--- config.mk ---
export PLATFORM = sky130hd
export DESIGN_NAME = spi_flash_sequencer
export DESIGN_NICKNAME = d
export VERILOG_FILES = /design/src/rtl/spi_flash_sequencer.sv
export SDC_FILE = /design/constraint.sdc
export NUM_CORES = 1
export LEC_CHECK = 0
export ABC_AREA = 1
export CORE_ASPECT_RATIO = 0.6
export CORE_MARGIN = 2
export CORE_UTILIZATION = 55
export DETAILED_ROUTE_END_ITERATION = 6
export HOLD_SLACK_MARGIN = 0.12
export PLACE_DENSITY = 0.81
export SLEW_MARGIN = 25
export SYNTH_ARGS = -nofsm -noshare
export SYNTH_HDL_FRONTEND = slang
export SYNTH_SLANG_ARGS = --single-unit
export TNS_END_PERCENT = 5
--- constraint.sdc ---
create_clock -name p_clk -period 5.4 [get_ports p_clk]
set_input_delay 1.08 -clock p_clk [delete_from_list [all_inputs] [get_ports p_clk]]
set_output_delay 1.08 -clock p_clk [all_outputs]
set_load 0.01 [all_outputs]
--- src/rtl/spi_flash_sequencer.sv ---
// SPI NOR flash command sequencer, mode 0.
// Runs opcode/address/dummy/data phases from one latched descriptor.
module spi_flash_sequencer #(
  parameter int CLK_DIV = 2,
  parameter int GAP_CYC = 4
) (
  input  logic        p_clk,
  input  logic        p_reset,
  input  logic        cmd_valid,
  output logic        cmd_ready,
  input  logic [7:0]  cmd_opcode,
  input  logic        cmd_has_addr,
  input  logic [23:0] cmd_addr,
  input  logic [3:0]  cmd_dummy,
  input  logic [8:0]  cmd_len,
  input  logic        cmd_write,
  input  logic [7:0]  wr_data,
  input  logic        wr_valid,
  output logic        wr_ready,
  output logic [7:0]  rd_data,
  output logic        rd_valid,
  output logic        busy,
  output logic        done,
  output logic        s_clk,
  output logic        s_css,
  output logic        s_mosi,
  input  logic        s_miso
);
  localparam logic [3:0] IDLE     = 4'd0;
  localparam logic [3:0] CS_SETUP = 4'd1;
  localparam logic [3:0] OPCODE   = 4'd2;
  localparam logic [3:0] ADDR     = 4'd3;
  localparam logic [3:0] DUMMY    = 4'd4;
  localparam logic [3:0] DATA     = 4'd5;
  localparam logic [3:0] WR_WAIT  = 4'd6;
  localparam logic [3:0] CS_HOLD  = 4'd7;
  localparam logic [3:0] GAP      = 4'd8;

  localparam int GW = (GAP_CYC < 2) ? 1 : $clog2(GAP_CYC);
  localparam logic [7:0]    DIV_END = 8'(CLK_DIV - 1);
  localparam logic [GW-1:0] GAP_END = GW'(GAP_CYC - 1);

  logic [3:0]    state_q, state_d;
  logic [7:0]    div_q, div_d;
  logic [2:0]    bit_q, bit_d;
  logic [8:0]    cnt_q, cnt_d;
  logic [GW-1:0] gap_q, gap_d;
  logic [6:0]    tx_q, tx_d;
  logic [6:0]    rx_q, rx_d;
  logic [7:0]    op_q, op_d;
  logic          ha_q, ha_d;
  logic [23:0]   addr_q, addr_d;
  logic [3:0]    dum_q, dum_d;
  logic [8:0]    len_q, len_d;
  logic          wr_q, wr_d;
  logic          sclk_q, sclk_d;
  logic          css_q, css_d;
  logic          mosi_q, mosi_d;
  logic          busy_q, busy_d;
  logic          done_q, done_d;
  logic          rdv_q, rdv_d;
  logic [7:0]    rdd_q, rdd_d;
  logic          wrr_c;
  logic          half_end;
  logic [3:0]    nx_st;
  logic [8:0]    nx_cnt;

  assign half_end  = (div_q == DIV_END);
  assign cmd_ready = (state_q == IDLE);
  assign wr_ready  = wrr_c & ~p_reset;
  assign rd_data   = rdd_q;
  assign rd_valid  = rdv_q;
  assign busy      = busy_q;
  assign done      = done_q;
  assign s_clk     = sclk_q;
  assign s_css     = css_q;
  assign s_mosi    = mosi_q;

  // Phase that follows the byte now ending; later rules take priority.
  always_comb begin
    nx_st  = CS_HOLD;
    nx_cnt = 9'd0;
    if (state_q != DATA && len_q != 9'd0) begin
      nx_st  = DATA;
      nx_cnt = len_q;
    end
    if ((state_q == OPCODE || state_q == ADDR) &&
        dum_q != 4'd0) begin
      nx_st  = DUMMY;
      nx_cnt = {5'd0, dum_q};
    end
    if (state_q == OPCODE && ha_q) begin
      nx_st  = ADDR;
      nx_cnt = 9'd3;
    end
    if (cnt_q != 9'd1) begin
      nx_st  = state_q;
      nx_cnt = cnt_q - 9'd1;
    end
  end

  always_comb begin
    state_d = state_q;
    div_d   = div_q;
    bit_d   = bit_q;
    cnt_d   = cnt_q;
    gap_d   = gap_q;
    tx_d    = tx_q;
    rx_d    = rx_q;
    op_d    = op_q;
    ha_d    = ha_q;
    addr_d  = addr_q;
    dum_d   = dum_q;
    len_d   = len_q;
    wr_d    = wr_q;
    sclk_d  = sclk_q;
    css_d   = css_q;
    mosi_d  = mosi_q;
    busy_d  = busy_q;
    done_d  = 1'b0;
    rdv_d   = 1'b0;
    rdd_d   = rdd_q;
    wrr_c   = 1'b0;
    unique case (state_q)
      IDLE: if (cmd_valid) begin
        op_d    = cmd_opcode;
        ha_d    = cmd_has_addr;
        addr_d  = cmd_addr;
        dum_d   = cmd_dummy;
        len_d   = cmd_len;
        wr_d    = cmd_write;
        state_d = CS_SETUP;
        div_d   = 8'd0;
        busy_d  = 1'b1;
        css_d   = 1'b0;
      end
      CS_SETUP: begin
        div_d = div_q + 8'd1;
        if (half_end) begin
          state_d = OPCODE;
          div_d   = 8'd0;
          bit_d   = 3'd0;
          cnt_d   = 9'd1;
          mosi_d  = op_q[7];
          tx_d    = op_q[6:0];
        end
      end
      OPCODE, ADDR, DUMMY, DATA: begin
        div_d = div_q + 8'd1;
        if (half_end && !sclk_q) begin
          div_d  = 8'd0;
          sclk_d = 1'b1;
          rx_d   = {rx_q[5:0], s_miso};
          if (state_q == DATA && !wr_q && bit_q == 3'd7) begin
            rdv_d = 1'b1;
            rdd_d = {rx_q, s_miso};
          end
        end else if (half_end) begin
          div_d  = 8'd0;
          sclk_d = 1'b0;
          if (bit_q != 3'd7) begin
            bit_d  = bit_q + 3'd1;
            mosi_d = tx_q[6];
            tx_d   = {tx_q[5:0], 1'b0};
          end else begin
            bit_d   = 3'd0;
            state_d = nx_st;
            cnt_d   = nx_cnt;
            mosi_d  = 1'b0;
            tx_d    = 7'd0;
            if (nx_st == ADDR) begin
              mosi_d = addr_q[23];
              tx_d   = addr_q[22:16];
              addr_d = {addr_q[15:0], 8'h00};
            end else if (nx_st == DATA && wr_q) begin
              wrr_c = 1'b1;
              if (wr_valid) begin
                mosi_d = wr_data[7];
                tx_d   = wr_data[6:0];
              end else begin
                state_d = WR_WAIT;
              end
            end
          end
        end
      end
      WR_WAIT: begin
        wrr_c = 1'b1;
        if (wr_valid) begin
          state_d = DATA;
          div_d   = 8'd0;
          mosi_d  = wr_data[7];
          tx_d    = wr_data[6:0];
        end
      end
      CS_HOLD: begin
        div_d = div_q + 8'd1;
        if (half_end) begin
          state_d = GAP;
          div_d   = 8'd0;
          gap_d   = '0;
          css_d   = 1'b1;
          done_d  = 1'b1;
        end
      end
      GAP: begin
        gap_d = gap_q + GW'(1);
        if (gap_q == GAP_END) begin
          state_d = IDLE;
          busy_d  = 1'b0;
        end
      end
      default: state_d = IDLE;
    endcase
  end

  always_ff @(posedge p_clk) begin
    if (p_reset) begin
      state_q <= IDLE;
      div_q   <= 8'd0;
      bit_q   <= 3'd0;
      cnt_q   <= 9'd0;
      gap_q   <= '0;
      tx_q    <= 7'd0;
      rx_q    <= 7'd0;
      op_q    <= 8'd0;
      ha_q    <= 1'b0;
      addr_q  <= 24'd0;
      dum_q   <= 4'd0;
      len_q   <= 9'd0;
      wr_q    <= 1'b0;
      sclk_q  <= 1'b0;
      css_q   <= 1'b1;
      mosi_q  <= 1'b0;
      busy_q  <= 1'b0;
      done_q  <= 1'b0;
      rdv_q   <= 1'b0;
      rdd_q   <= 8'd0;
    end else begin
      state_q <= state_d;
      div_q   <= div_d;
      bit_q   <= bit_d;
      cnt_q   <= cnt_d;
      gap_q   <= gap_d;
      tx_q    <= tx_d;
      rx_q    <= rx_d;
      op_q    <= op_d;
      ha_q    <= ha_d;
      addr_q  <= addr_d;
      dum_q   <= dum_d;
      len_q   <= len_d;
      wr_q    <= wr_d;
      sclk_q  <= sclk_d;
      css_q   <= css_d;
      mosi_q  <= mosi_d;
      busy_q  <= busy_d;
      done_q  <= done_d;
      rdv_q   <= rdv_d;
      rdd_q   <= rdd_d;
    end
  end
endmodule

==> results of run 1 <==
report_power, final:
group	leakage (nW)	internal (mW)	switching [mW]
Clock	0.141	0.366	0.303
Combinational	1.40	0.325	0.649
Sequential	0.826	0.891	0.0751
Total	2.37	1.58	1.03
worst max-delay path, cell delays in order, from the launching register on:
cell	delay, ns
dfxtp_1	0.43
inv_2	0.06
nor2_2	0.13
nand2_1	0.13
nand2_2	0.54
inv_2	0.35
nor2_1	0.29
nand2_1	0.14
nor2_2	0.39
nand3_1	0.14
a21oi_1	0.19
clkdlybuf4s50_1	0.56
cell families after synthesis:
kind of cell | after synthesis | synth area share (%)
fa+ha+maj | 7 | 1.73
simple gates | 304 | 28.1
xor+xnor | 6 | 1.04
compound gates | 170 | 19.1
buf+inv | 105 | 8.58
mux | 8 | 1.58
flops | 101 | 40.0
final cells by class:
cell class,count,area (sq um)
fillers,759,2910
multi-input cells,495,2610
flip-flops and latches,101,2020
repair buffers,78,773
inverters,76,290
clock buffers,9,225
well taps,116,145
clock inverters,7,81.3
registers in the layout, summed over array words and instances (netlist names):
register	flops
tx_q	7
busy	1
state_q	4
ha_q	1
len_q	9
dum_q	4
s_clk	1
s_css	1
div_q	8
s_mosi	1
done	1
op_q	8
cnt_q	9
bit_q	3
wr_q	1
rd_valid	1
rx_q	7
addr_q	24
gap_q	2
rd_data	8
cell usage after synthesis (all sizes together):
library cell / instances
a21oi: 94
a221oi: 1
a22oi: 1
a2bb2oi: 1
a31o: 1
buf: 9
clkbuf: 20
clkinv: 2
dfxtp: 101
ha: 7
inv: 74
mux2i: 8
nand2: 147
nand3: 71
nand3b: 1
nand4: 10
nor2: 65
nor3: 7
nor3b: 1
o2111ai: 8
o211a: 1
o211ai: 2
o21ai: 55
o221ai: 1
o31ai: 1
o32ai: 4
or2: 2
xnor2: 2
xor2: 4
metal layers:
layer / track usage [%] / up-vias / wire [um]
met3: 6.54 / 18 / 1200
met1: 40.4 / 2280 / 6490
met2: 40.1 / 226 / 5620
met5: 0 / - / 0
met4: 7.25 / 0 / 152
li1: - / 2463 / -
worst max path at each step:
| stage | endpoint | slack (ns) | cells after the start |
|---|---|---|---|
| final | wr_ready | 0.61 | 11 |
| after global routing | wr_ready | 0.34 | 11 |
| after CTS | wr_ready | 0.66 | 11 |
| after detailed placement | wr_ready | 1.05 | 11 |
| after global placement | wr_ready | 1.19 | 11 |
| after floorplan | wr_ready | 2.57 | 3 |
stage by stage:
step	std cells	hold WS, ns	utilization (%)
after floorplan	701	0.425	-
after global placement	866	0.441	64.5
after detailed placement	866	0.446	64.5
after CTS	882	0.459	67.8
after global routing	882	0.475	67.8
final	882	0.457	67.8
==> impl_metrics.json, run 1 <==
{
  "outcome": "complete, no violations",
  "yosysSeqAreaShare_pct": 40.0,
  "max_clock_freq_ghz": 0.209,
  "drive_gt1_share_pct": 8.49,
  "routedWlPerCell_um": 15.3,
  "ys_warn_count": 0,
  "fin_area_sq_um": 6140,
  "fin_crit_sh_pct": 88.7,
  "ant_nets": 0,
  "portBuffers": 75,
  "drc": 0,
  "cts.reportedPaths.clkPinSlew_ns": 0.07,
  "vias_per_cell": 5.65,
  "first_global_vias": 4494,
  "die_x_um": 128,
  "track_usage_pct": 27.4,
  "start_kind": "flip-flop",
  "cts_setup_buffers": 0,
  "holdPathStages": 2,
  "worst_pin_slew_ns": 0.761,
  "antenna_cells": 0,
  "crit_fanout": 31,
  "skew_ns": 0.00496,
  "cp-startpoint": "state_q[2]",
  "hpwl_um": 9520,
  "place_area_sq_um": 5840,
  "cts_resized": 0,
  "layout_commonest_cell": "nand2_1",
  "finalHoldViolCount": 0,
  "syn_to_final_growth_pct": 21.4,
  "hold_buffers": 0,
  "grt_pass1_wl_um": 22000,
  "reg2reg_slack_ns": 2.57,
  "cts_root_buffer": "clkbuf_16",
  "powerDensity_nw_per_um2": 425,
  "layout_min_cycle_time_ns": 4.79,
  "min_from": "op_q[6]",
  "final_nets": 828,
  "arrival_ns": 3.71,
  "grt_overflow_total": 0,
  "min_to": "op_q[6]",
  "grt_max_degree": 48,
  "layout.cells.most_common_list": "137 x nand2_1, 101 x dfxtp_1, 89 x a21oi_1",
  "gp_congestion": 0.952,
  "first_iter_violations": 568,
  "yosys-top-cells-area": "dfxtp_1 40%, nand2_1 10%, a21oi_1 8.8%, nand3_1 6.6%, o21ai_0 5.3%",
  "clk_latency_ns": 0.35,
  "numCtsBuffers": 9,
  "synth_top_area_cell": "dfxtp_1",
  "worstRegToRegCells": 10,
  "synth_cell_types": 48,
  "worstHoldPathType": "reg2reg",
  "syn_inst": 701,
  "first_pass_iters": 6,
  "cts_buffer_depth": 2,
  "die-area_sq_um": 10000,
  "start_util_pct": 55.9,
  "die_h_um": 78.3,
  "regToRegStartpoint": "state_q[2]",
  "synth_top_area_share_pct": 40.0,
  "layout_setup_ws_ns": 0.608,
  "io_pins": 76,
  "rows": 27,
  "crit_type": "reg2out",
  "synth-seq-cells": 101,
  "netlist_area_sq_um": 5060,
  "relSlewSlack_pct": 49.1,
  "worst-endpoint-required_ns": 4.32,
  "power.total_mw": 2.61,
  "drv_slew": 0,
  "pre_cts_ws_ns": 1.05,
  "leakagePower_nw": 2.37,
  "tns_ns": 0,
  "grt_antenna_before_repair": 0,
  "wl_um": 13500,
  "vias": 4987,
  "r2r-end": "cnt_q[3]",
  "tritoncts": "done",
  "htree_levels": 3,
  "syn-num-nets": 768,
  "maxCapViolCount": 0,
  "synth_area_per_cell_sq_um": 7.22,
  "setup_viol": 0,
  "core_sq_um": 9050,
  "clock-sinks": 101,
  "peakVddDrop_v": 0.000195,
  "rsz0062_at_grt": "no",
  "endpoint_kind": "output port"
}
(Power assumes the default switching activity.)
==> run 2, diff against run 1 <==
Settings changed: SLEW_MARGIN 25 to unset.
==> results of run 2 <==
No change in the layout: final DEF, timing and power equal those of run 1.
==> run 3, diff against run 2 <==
Settings changed: GPL_TIMING_DRIVEN set to 1, RECOVER_POWER set to 25, SKIP_LAST_GASP set to 1.
==> run 3 against run 2 <==
  * The run now ends with capacitance limit, slew limit left
  * First-iteration DRC count decreased by 7.2%
  * Clock skew up 0.0028 ns
  * Power is essentially flat
  * Clock power is essentially flat
  * Core utilization shrank 0.097 points
  * Critical path type unchanged
  * Critical endpoint unchanged
==> impl_metrics.json, run 3 (synthesis results as in run 1) <==
{
  "skew_ns": 0.00778,
  "top_layer": "met4",
  "worst_pin_slew_ns": 1.64,
  "drv_slew": 41,
  "antenna_cells": 0,
  "layout.cells.most_common_list": "137 x nand2_1, 101 x dfxtp_1, 89 x a21oi_1",
  "cts_root_buffer": "clkbuf_16",
  "min_to": "op_q[6]",
  "grt_overflow_total": 0,
  "cts.reportedPaths.clkPinSlew_ns": 0.07,
  "vias": 4976,
  "finalHoldViolCount": 0,
  "regToRegStartpoint": "state_q[2]",
  "cts_buffer_depth": 2,
  "gp_congestion": 0.952,
  "reg_top3": "addr_q x24, cnt_q x9, len_q x9",
  "grt_pass1_wl_um": 22000,
  "drive_gt1_share_pct": 8.09,
  "die-area_sq_um": 10000,
  "worstRegToRegCells": 11,
  "reg2reg_slack_ns": 2.35,
  "final_nets": 828,
  "pre_cts_ws_ns": 1.05,
  "endpoint_kind": "output port",
  "grt_max_degree": 48,
  "wl_met1_um": 6600,
  "peakVddDrop_v": 0.000196,
  "clk_latency_ns": 0.35,
  "regMostFlops": "addr_q",
  "tns_ns": 0,
  "layout_min_cycle_time_ns": 4.80,
  "layout_commonest_cell": "nand2_1",
  "hpwl_um": 9520,
  "die_x_um": 128,
  "io_pins": 76,
  "wl_um": 13500,
  "numCtsBuffers": 9,
  "dr_wl_met3_um": 1160,
  "ant_nets": 0,
  "relSlewSlack_pct": -9.35,
  "core_sq_um": 9050,
  "crit_type": "reg2out",
  "rsz0062_at_grt": "no",
  "worst-endpoint-required_ns": 4.32,
  "worstHoldPathType": "reg2reg",
  "min_from": "op_q[6]",
  "hold_buffers": 0,
  "crit_fanout": 31,
  "clock-sinks": 101,
  "cts_setup_buffers": 0,
  "htree_levels": 3,
  "first_iter_violations": 527,
  "r2r-end": "tx_q[5]",
  "fin_cells": 882,
  "cts_resized": 0,
  "arrival_ns": 3.72,
  "setup_viol": 0,
  "grt_antenna_before_repair": 0,
  "syn_to_final_growth_pct": 21.2,
  "tritoncts": "done",
  "powerDensity_nw_per_um2": 425,
  "vias_per_cell": 5.64,
  "holdPathStages": 2,
  "max_clock_freq_ghz": 0.208,
  "drc": 0,
  "violations": "capacitance limit, slew limit",
  "maxCapViolCount": 1,
  "first_pass_iters": 5,
  "die_h_um": 78.3,
  "routedWlPerCell_um": 15.3,
  "fin_crit_sh_pct": 88.8,
  "dp_cells": 866,
  "met2_length_um": 5530,
  "largest_register_ffs": 24,
  "rows": 27,
  "track_usage_pct": 27.4,
  "portBuffers": 75,
  "start_kind": "flip-flop",
  "start_util_pct": 55.9,
  "layout_setup_ws_ns": 0.603,
  "first_global_vias": 4494,
  "leakagePower_nw": 2.41,
  "outcome": "complete, but fails checks"
}
==> run 3: area by class of cell <==
class | instances | area [sq um]
clock buffer | 9 | 225
clock inverter | 7 | 81.3
fill | 763 | 2920
inverter | 76 | 290
multi-input combinational | 495 | 2600
sequential | 101 | 2020
tap | 116 | 145
timing repair buffer | 78 | 769
==> run 3: worst max path at each step <==
stage                     from  endpoint  slack (ns)  cells past startpoint
detailed placement  state_q[2]  wr_ready        1.05                     11
finish              state_q[2]  wr_ready        0.60                     11
global placement    state_q[2]  wr_ready        1.19                     11
CTS                 state_q[2]  wr_ready        0.66                     11
floorplan              p_reset  wr_ready        2.57                      3
global route        state_q[2]  wr_ready        0.34                     11
==> run 3: metrics by stage <==
stage	hold slack [ns]	power, mW	util [%]	area (sq um)
2_1_floorplan	0.425	1.72	-	5060
3_3_place_gp	0.441	1.90	64.5	5840
3_5_place_dp	0.446	1.93	64.5	5840
4_1_cts	0.459	2.60	67.8	6140
5_1_grt	0.475	2.76	67.7	6130
6_report	0.458	2.61	67.7	6130
==> run 3: report_power, final <==
group          total (mW)  switching (mW)  internal (mW)
Combinational       0.972           0.651          0.321
Clock               0.671           0.305          0.366
Sequential          0.965          0.0745          0.891
Total                2.61            1.03           1.58
==> run 3: critical path: stages, from the launching register on <==
cell,delay (ns)
dfxtp_1,0.43
inv_2,0.07
nor2_2,0.13
nand2_1,0.13
nand2_2,0.55
inv_2,0.36
nor2_1,0.29
nand2_1,0.15
nor2_2,0.39
nand3_1,0.13
a21oi_1,0.19
clkdlybuf4s50_1,0.56
==> run 3: routing by layer <==
metal	up-vias	global-route usage [%]
met5	-	0
met4	0	7.25
met3	18	6.54
met2	216	40.1
met1	2279	40.4
li1	2463	-
